**config.mk**
```make
export PLATFORM = sky130hd
export DESIGN_NAME = uart_frame_receiver
export DESIGN_NICKNAME = d
export VERILOG_FILES = /design/src/rtl/uart_frame_receiver.sv
export SDC_FILE = /design/constraint.sdc
export NUM_CORES = 1
export LEC_CHECK = 0
export BUFFER_PORTS_ARGS = -buffer_cell sky130_fd_sc_hd__buf_2
export CORE_MARGIN = 2
export CORE_UTILIZATION = 53
export DETAILED_ROUTE_END_ITERATION = 7
export GPL_ROUTABILITY_DRIVEN = 1
export PLACE_DENSITY = 0.85
export REMOVE_ABC_BUFFERS = 1
export SYNTH_ARGS = -nofsm -noshare
export SYNTH_HDL_FRONTEND = slang
export SYNTH_SLANG_ARGS = --single-unit
export TNS_END_PERCENT = 30
```
**constraint.sdc**
```tcl
create_clock -name avm_clk -period 3.2 [get_ports avm_clk]
set_input_delay 0.32 -clock avm_clk [delete_from_list [all_inputs] [get_ports avm_clk]]
set_output_delay 0.32 -clock avm_clk [all_outputs]
set_load 0.1 [all_outputs]
```
**src/rtl/uart_frame_receiver.sv**
```systemverilog
// Avalon-MM master that polls an RS232 UART core, assembles SYNC/payload/XOR-checksum
// frames and publishes each validated payload to the display stage.
module uart_frame_receiver #(
  parameter int         FRAME_BYTES = 4,
  parameter logic [7:0] SYNC_BYTE   = 8'hA5,
  parameter int         TIMEOUT_CYC = 50000,
  parameter logic [4:0] RX_BASE     = 5'd0,
  parameter logic [4:0] STATUS_BASE = 5'd8
) (
  input  logic                     avm_clk,
  input  logic                     avm_rst,
  output logic [4:0]               avm_address,
  output logic                     avm_read,
  input  logic [31:0]              avm_readdata,
  output logic                     avm_write,
  output logic [31:0]              avm_writedata,
  input  logic                     avm_waitrequest,
  output logic [8*FRAME_BYTES-1:0] o_frame,
  output logic                     o_frame_valid,
  output logic                     o_frame_err,
  output logic                     o_timeout
);

  localparam int SW = 8 * FRAME_BYTES;
  localparam int IW = $clog2(FRAME_BYTES + 1);
  localparam int TW = $clog2(TIMEOUT_CYC + 1);

  typedef enum logic [0:0] {S_POLL_STATUS, S_READ_RX} bus_state_t;
  typedef enum logic [1:0] {PH_HUNT, PH_PAYLOAD, PH_CHECK} phase_t;

  bus_state_t r_state, w_state_next;
  logic       r_read, w_read_next;

  phase_t     r_phase, w_phase_next;

  logic [IW-1:0] r_idx;
  logic [7:0]    r_xor;
  logic [SW-1:0] r_stage;
  logic [SW-1:0] r_frame;
  logic [TW-1:0] r_tmo_cnt;
  logic          r_frame_valid, r_frame_err, r_timeout;

  logic          w_done, w_byte_valid, w_status_empty;
  logic [7:0]    w_byte;
  logic [SW-1:0] w_byte_ext;
  logic          w_start, w_shift, w_check_byte, w_frame_ok, w_frame_bad, w_abort;
  logic          w_unused_readdata;

  assign avm_write         = 1'b0;
  assign avm_writedata     = 32'd0;
  assign w_unused_readdata = ^avm_readdata[31:8];

  // ---------------- Bus FSM ----------------
  always_ff @(posedge avm_clk or posedge avm_rst) begin
    if (avm_rst) begin
      r_state <= S_POLL_STATUS;
      r_read  <= 1'b0;
    end else begin
      r_state <= w_state_next;
      r_read  <= w_read_next;
    end
  end

  // r_read low is the one-cycle gap that separates consecutive transfers.
  always_comb begin
    w_state_next = r_state;
    w_read_next  = r_read;
    if (!r_read) begin
      w_read_next = 1'b1;
    end else if (!avm_waitrequest) begin
      w_read_next = 1'b0;
      if (r_state == S_POLL_STATUS) begin
        if (avm_readdata[7]) w_state_next = S_READ_RX;
      end else begin
        w_state_next = S_POLL_STATUS;
      end
    end
  end

  always_comb begin
    avm_read       = r_read;
    avm_address    = (r_state == S_READ_RX) ? RX_BASE : STATUS_BASE;
    w_done         = r_read & ~avm_waitrequest;
    w_byte_valid   = w_done & (r_state == S_READ_RX);
    w_status_empty = w_done & (r_state == S_POLL_STATUS) & ~avm_readdata[7];
    w_byte         = avm_readdata[7:0];
  end

  // ---------------- Frame phase FSM ----------------
  always_ff @(posedge avm_clk or posedge avm_rst) begin
    if (avm_rst) r_phase <= PH_HUNT;
    else         r_phase <= w_phase_next;
  end

  always_comb begin
    w_phase_next = r_phase;
    case (r_phase)
      PH_HUNT: begin
        if (w_start) w_phase_next = PH_PAYLOAD;
      end
      PH_PAYLOAD: begin
        if (w_shift && r_idx == IW'(FRAME_BYTES - 1)) w_phase_next = PH_CHECK;
        else if (w_abort)                              w_phase_next = PH_HUNT;
      end
      PH_CHECK: begin
        if (w_check_byte || w_abort) w_phase_next = PH_HUNT;
      end
      default: w_phase_next = PH_HUNT;
    endcase
  end

  always_comb begin
    w_start      = w_byte_valid && (r_phase == PH_HUNT) && (w_byte == SYNC_BYTE);
    w_shift      = w_byte_valid && (r_phase == PH_PAYLOAD);
    w_check_byte = w_byte_valid && (r_phase == PH_CHECK);
    w_frame_ok   = w_check_byte && (w_byte == r_xor);
    w_frame_bad  = w_check_byte && (w_byte != r_xor);
    // Only an empty status poll can abort, so an in-flight RX read always lands.
    w_abort      = w_status_empty && (r_phase != PH_HUNT) && (r_tmo_cnt >= TW'(TIMEOUT_CYC));
    w_byte_ext   = SW'(w_byte);
  end

  // ---------------- Datapath and registered pulses ----------------
  always_ff @(posedge avm_clk or posedge avm_rst) begin
    if (avm_rst) begin
      r_idx         <= '0;
      r_xor         <= '0;
      r_stage       <= '0;
      r_frame       <= '0;
      r_tmo_cnt     <= '0;
      r_frame_valid <= 1'b0;
      r_frame_err   <= 1'b0;
      r_timeout     <= 1'b0;
    end else begin
      r_frame_valid <= w_frame_ok;
      r_frame_err   <= w_frame_bad;
      r_timeout     <= w_abort;

      if (w_start) begin
        r_idx   <= '0;
        r_xor   <= '0;
        r_stage <= '0;
      end else if (w_shift) begin
        r_idx   <= r_idx + 1'b1;
        r_xor   <= r_xor ^ w_byte;
        r_stage <= (r_stage << 8) | w_byte_ext;
      end else if (w_abort) begin
        r_stage <= '0;
      end

      if (w_frame_ok) r_frame <= r_stage;

      if (w_byte_valid || w_abort || r_phase == PH_HUNT) r_tmo_cnt <= '0;
      else if (r_tmo_cnt < TW'(TIMEOUT_CYC))             r_tmo_cnt <= r_tmo_cnt + 1'b1;
    end
  end

  assign o_frame       = r_frame;
  assign o_frame_valid = r_frame_valid;
  assign o_frame_err   = r_frame_err;
  assign o_timeout     = r_timeout;

endmodule

```
# [Word-level counts from Yosys, hierarchy flattened]
# Cells that the tools add are included.
[word_totals] wordCells=71 reg_bits=98 in_bits=35 out_inout_bits=74
[op_classes] bitwise_logic=9 add_sub_neg=2 mux=19 n_reduce_logical=19 n_eq_ne=9 order_cmp=2
[op_table] operator="two-way mux 32 bit" n=3
[op_table] operator="two-way mux 16 bit" n=2
[op_table] operator="OR 32 x 8 -> 32 bit" n=1
[op_table] operator="adder 16 x 1 -> 16 bit (second input constant)" n=1
[op_table] operator="greater-or-equal comparator 16 bit (second input constant)" n=1
[op_table] operator="< comparator 16 bit (second input constant)" n=1
[op_table] operator="two-way mux 8 bit" n=2
[op_table] operator="logical AND 1 bit" n=9
[op_table] operator="== test 8 bit" n=1
[op_table] operator="== test 8 bit (second input constant)" n=1
[op_table] operator="two-way mux 2 bit" n=4
[op_table] operator="inequality test 8 bit" n=1
[op_table] operator="bitwise XOR 8 bit" n=1
[op_table] operator="two-way mux 3 bit" n=2
[op_table] operator="one-hot mux 2 bit (3 select lines)" n=1
[op_table] operator="nonzero test 2 bit" n=3
[op_table] operator="AND 1 bit" n=4
[op_table] operator="two-way mux 1 bit" n=4
[op_table] operator="two-way mux 4 bit" n=1
[op_table] operator="inequality test 2 bit (second input constant)" n=2
[op_table] operator="adder 3 x 1 -> 3 bit (second input constant)" n=1
[op_table] operator="== test 3 x 2 -> 1 bit (second input constant)" n=1
[op_table] operator="logical OR 1 bit" n=3
[op_table] operator="inequality test 3 bit (second input constant)" n=1
[op_table] operator="7 further kinds" n=9

# [Longest topological paths before layout]
[depth] word_depth=9 mapped_depth=8

# [Worst setup path after synthesis]
# OpenSTA, ideal clock, no wires.
[synth_path] kind="register -> register" start="reg r_read, in the netlist avm_read" end="reg r_frame[0], in the netlist o_frame[0]" arrival_ps=2116 path_stages_with_launch=6 slack_ps=959 period_less_slack_ps=2241 n_path_buf=1 t_required_ps=3074 cell_sequence="dfrtp_1 > nand2b_1 > nor2_1 > nand4b_1 > buf_2 > mux2_2"
[synth_between] elab_chain_len=4
[synth_lines] element="start: declaration" line="32" rtl="logic r_read, w_read_next;"
[synth_lines] element="start signal: assignment" line="60" rtl="r_read <= w_read_next;"
[synth_lines] element="AND 1 bit" line="83" rtl="w_done = r_read & ~avm_waitrequest;"
[synth_lines] element="AND 1 bit" line="84" rtl="w_byte_valid = w_done & (r_state == S_READ_RX);"
[synth_lines] element="logical AND 1 bit" line="115" rtl="w_check_byte = w_byte_valid && (r_phase == PH_CHECK);"
[synth_lines] element="logical AND 1 bit" line="116" rtl="w_frame_ok = w_check_byte && (w_byte == r_xor);"
[synth_lines] element="end signal: assignment" line="151" rtl="if (w_frame_ok) r_frame <= r_stage;"
[synth_lines] element="end: declaration" line="39" rtl="logic [SW-1:0] r_frame;"
# No other way between the ends.
# A chain may end at the register's enable or synchronous reset.

# [Final worst setup path]
[layout_path] start="reg r_tmo_cnt[12]" end="reg r_tmo_cnt[1]"
[layout_between] elab_chain_len=5 elab_cells_between_ends=7
[layout_lines] element="start: declaration" line="40" rtl="logic [TW-1:0] r_tmo_cnt;"
[layout_lines] element="start signal: assignment" line="154" rtl="else if (r_tmo_cnt < TW'(TIMEOUT_CYC)) r_tmo_cnt <= r_tmo_cnt + 1'b1;"
[layout_lines] element="greater-or-equal comparator 16 bit (*)" line="119" rtl="w_abort = w_status_empty && (r_phase != PH_HUNT) && (r_tmo_cnt >= TW'(TIMEOUT_CYC));"
[layout_lines] element="logical AND 1 bit (*)" line="119"
[layout_lines] element="net w_abort" line="46" rtl="logic w_start, w_shift, w_check_byte, w_frame_ok, w_frame_bad, w_abort;"
[layout_lines] element="logical OR 1 bit (*) (2 in series)" line="153" rtl="if (w_byte_valid || w_abort || r_phase == PH_HUNT) r_tmo_cnt <= '0;"
[layout_lines] element="two-way mux 16 bit / nonzero test 2 bit (equally long branches)"
# The timed path passes the listed nets; every way through them passes the cells marked *.

==> qor.yml <==
comb_power_share_pct: 22.6
max_freq_ghz: 0.428
power_switching_w: 0.00116
critPathKind: "reg2reg"
wirelength_um: 7860
synth_fa_ha_area_share_pct: 1.16
leakagePower_nw: 2.43
overflow: 0
fin_setup_tns_ns: 0
cts_sinks: 98
required_ns: 3.50
path_cells: "nor4_1 > o21ai_1 > nand3_2 > inv_2 > or3_1 > a21oi_1"
clockBufferDepth: 2
synthMuxAreaShare_pct: 8.55
drt_pass1_iterations: 4
critPathTopFamily: "simple AND/OR/NAND/NOR gates"
swShare_pct: 35.8
min_path_type: "in2async"
initial_core_util_pct: 55.5
synth_compound_area_share_pct: 8.90
grt_max_degree: 66
powerDensity_mw_per_mm2: 687
post_cts_buffers: 0
multiInputGateArea_mm2: 0.00164
cts.clk_slew.worst_paths_ns: 0.10
synth_warnings: 0
ctsHoldBuffers: 0
avgViaCountPerCell: 5.30
vias: 2724
synth_ff_type: "dfrtp_1"
p_clk_share_pct: 24.2
ys_async_sr_fraction_pct: 100
path_buf_inv: 1
die-area_mm2: 0.00891
layout_common_cells: "dfrtp_1, buf_2, conb_1"
setup_viol: 0
io_pins: 109
drt_iter0_drc: 190
grt_antenna_before_repair: 0
avgSynthCellArea_um2: 12.0
synth_top_family_by_area: "simple AND/OR/NAND/NOR gates"
cts_resized: 0
max_stage_delay_ns: 0.55
area_growth_syn_to_layout_pct: 8.98
synth.cell_area_mm2: 0.00433
cp_data_arrival_time_ns: 2.63
critPathCaptureType: "register"
grt_usage_pct: 18.9
gp_congestion: 0.791
cts_tree: "built"
grt_pass1_vias: 2689
r2r-start: "r_tmo_cnt[12]$_DFFE_PP0P_"
setup_ws_ns: 0.865
numCtsBuffers: 9
crit_path_top_delay_cell: "or3_1"
synth-simple-area-share_pct: 9.53
regToRegEndpoint: "r_tmo_cnt[1]$_DFFE_PP0P_"
final_cells: 514
regToRegSetupSlack_ns: 0.86
dp_hpwl_um: 5190
crit_fanout: 16
preCtsSetupSlack_ns: 0.963
fin_crit_ns: 2.34
worstMarginPinSlew_ns: 0.781
synthXorXnorAreaFrac_pct: 6.27
reg2reg_depth: 6
antenna_cells: 0
seqPwrFrac_pct: 53.2
fin_crit_sh_pct: 73.0
final_max_slew_viol_count: 0
finClkSkew_ns: 0.0163
core_mm2: 0.00781
grt_pass1_wl_um: 12900
relSlewSlack_pct: 47.6
ys_ff_latch: 98
drt.antenna.violating_nets: 0
synth_cell_type_count: 39
max_cap_violations: 0
drc: 0
nFillCells: 611
yosysSeqAreaShare_pct: 56.6
rsz0062_at_grt: "no"
h-tree-depth: 3
seq_area_mm2: 0.00245
portBuffers: 47
start_kind: "register"
root_buffer: "clkbuf_8"
p_int_w: 0.00208
peakVddDrop_uv: 252
fp.dieH_um: 94.4
fin_nets: 446
synth_edf_count: 0
fp.dieW_um: 94.4
wire_per_inst_um: 15.3
drive_gt1_share_pct: 25.5
outcome: "completed"
hold_viol_final: 0
final_common_cell: "dfrtp_1"
rows: 32
worstSkewPairLatency_ns: 0.38
dp_cells: 498
netlist_instances: 361
## cell type report
| class | instances | area share, % |
|---|---|---|
| clock buffers | 9 | 2.62 |
| inverters | 8 | 0.689 |
| flip-flops and latches | 98 | 51.9 |
| multi-input cells | 238 | 34.8 |
| repair buffers | 52 | 5.78 |
| well taps | 102 | 2.70 |
| clock inverters | 7 | 1.46 |
## registers in the layout, summed over array words and instances, names as in the netlist
name and cells:
avm_read 1, o_frame 32, o_frame_err 1, o_frame_valid 1
o_timeout 1, r_idx 3, r_phase 2, r_stage 32
r_state 1, r_tmo_cnt 16, r_xor 8
## per-layer routing
layer | GRT usage, % | vias up | part of all wire [%]
li1 | - | 1264 | -
met2 | 31.2 | 85 | 50
met1 | 23.8 | 1363 | 43
met5 | 0 | - | 0
met3 | 4.47 | 12 | 5.9
met4 | 8.82 | 0 | 1.9
## power by group through the flow
| stage | Clock [W] | Sequential (W) | Combinational (W) |
|---|---|---|---|
| after floorplan | 0 | 0.00168 | 0.000619 |
| after global placement | 0 | 0.00172 | 0.000705 |
| after detailed placement | 0 | 0.00174 | 0.000732 |
| after CTS | 0.000792 | 0.00172 | 0.000742 |
| after global routing | 0.000835 | 0.00176 | 0.000810 |
| final | 0.000785 | 0.00172 | 0.000733 |
## worst reg2reg max path, cell delays in order, from the launching register on
cell     delay [ns]
dfrtp_1        0.44
nor4_1         0.40
o21ai_1        0.38
nand3_2        0.20
inv_2          0.08
or3_1          0.55
a21oi_1        0.22
## how the worst max path moves through the flow
| stage | cells after the start | slack [ns] | start | end |
|---|---|---|---|---|
| floorplan | 4 | -0.51 | avm_read$_DFF_PP0_ | r_stage[0]$_DFFE_PP0P_ |
| global placement | 6 | 1.02 | r_tmo_cnt[7]$_DFFE_PP0P_ | r_tmo_cnt[14]$_DFFE_PP0P_ |
| detailed placement | 6 | 0.96 | r_tmo_cnt[7]$_DFFE_PP0P_ | r_tmo_cnt[12]$_DFFE_PP0P_ |
| CTS | 6 | 0.85 | r_tmo_cnt[12]$_DFFE_PP0P_ | r_tmo_cnt[1]$_DFFE_PP0P_ |
| global route | 6 | 0.69 | r_tmo_cnt[12]$_DFFE_PP0P_ | r_tmo_cnt[11]$_DFFE_PP0P_ |
| finish | 6 | 0.86 | r_tmo_cnt[12]$_DFFE_PP0P_ | r_tmo_cnt[1]$_DFFE_PP0P_ |
## stage by stage
stage | cell area [um^2] | hold slack [ns] | total power, W | utilization, %
5_1_grt | 4720 | 0.155 | 0.00341 | 60.5
3_5_place_dp | 4530 | 0.478 | 0.00248 | 58.0
4_1_cts | 4720 | 0.109 | 0.00325 | 60.5
2_1_floorplan | 4110 | 0.460 | 0.00230 | -
6_report | 4720 | 0.0837 | 0.00324 | 60.5
3_3_place_gp | 4530 | 0.481 | 0.00243 | 58.0
## synthesized netlist by cell type, types with 5 or more instances
cell | number | area (um^2)
dfrtp_1 | 98 | 2450
nand3_1 | 7 | 35.0
xnor2_1 | 21 | 184
nor2_1 | 33 | 124
buf_2 | 8 | 40.0
a21oi_1 | 9 | 45.0
xor2_1 | 10 | 87.6
a22o_1 | 32 | 280
clkbuf_1 | 6 | 22.5
inv_1 | 7 | 26.3
mux2_2 | 32 | 360
nand4_1 | 5 | 31.3
buf_4 | 37 | 278
nand2_1 | 17 | 63.8
## logic make-up (layout without fill, tap and decap cells)
logic type / count (synthesis) / count (layout)
muxes: 33 / 33
other: 1 / 37
and+or+nand+nor: 83 / 83
DFF: 98 / 98
buffers and inverters: 61 / 76
AOI/OAI and AO/OA: 50 / 50
xor gates and xnor gates: 31 / 31
adders and majority gates: 4 / 4
(Power assumes the default switching activity.)
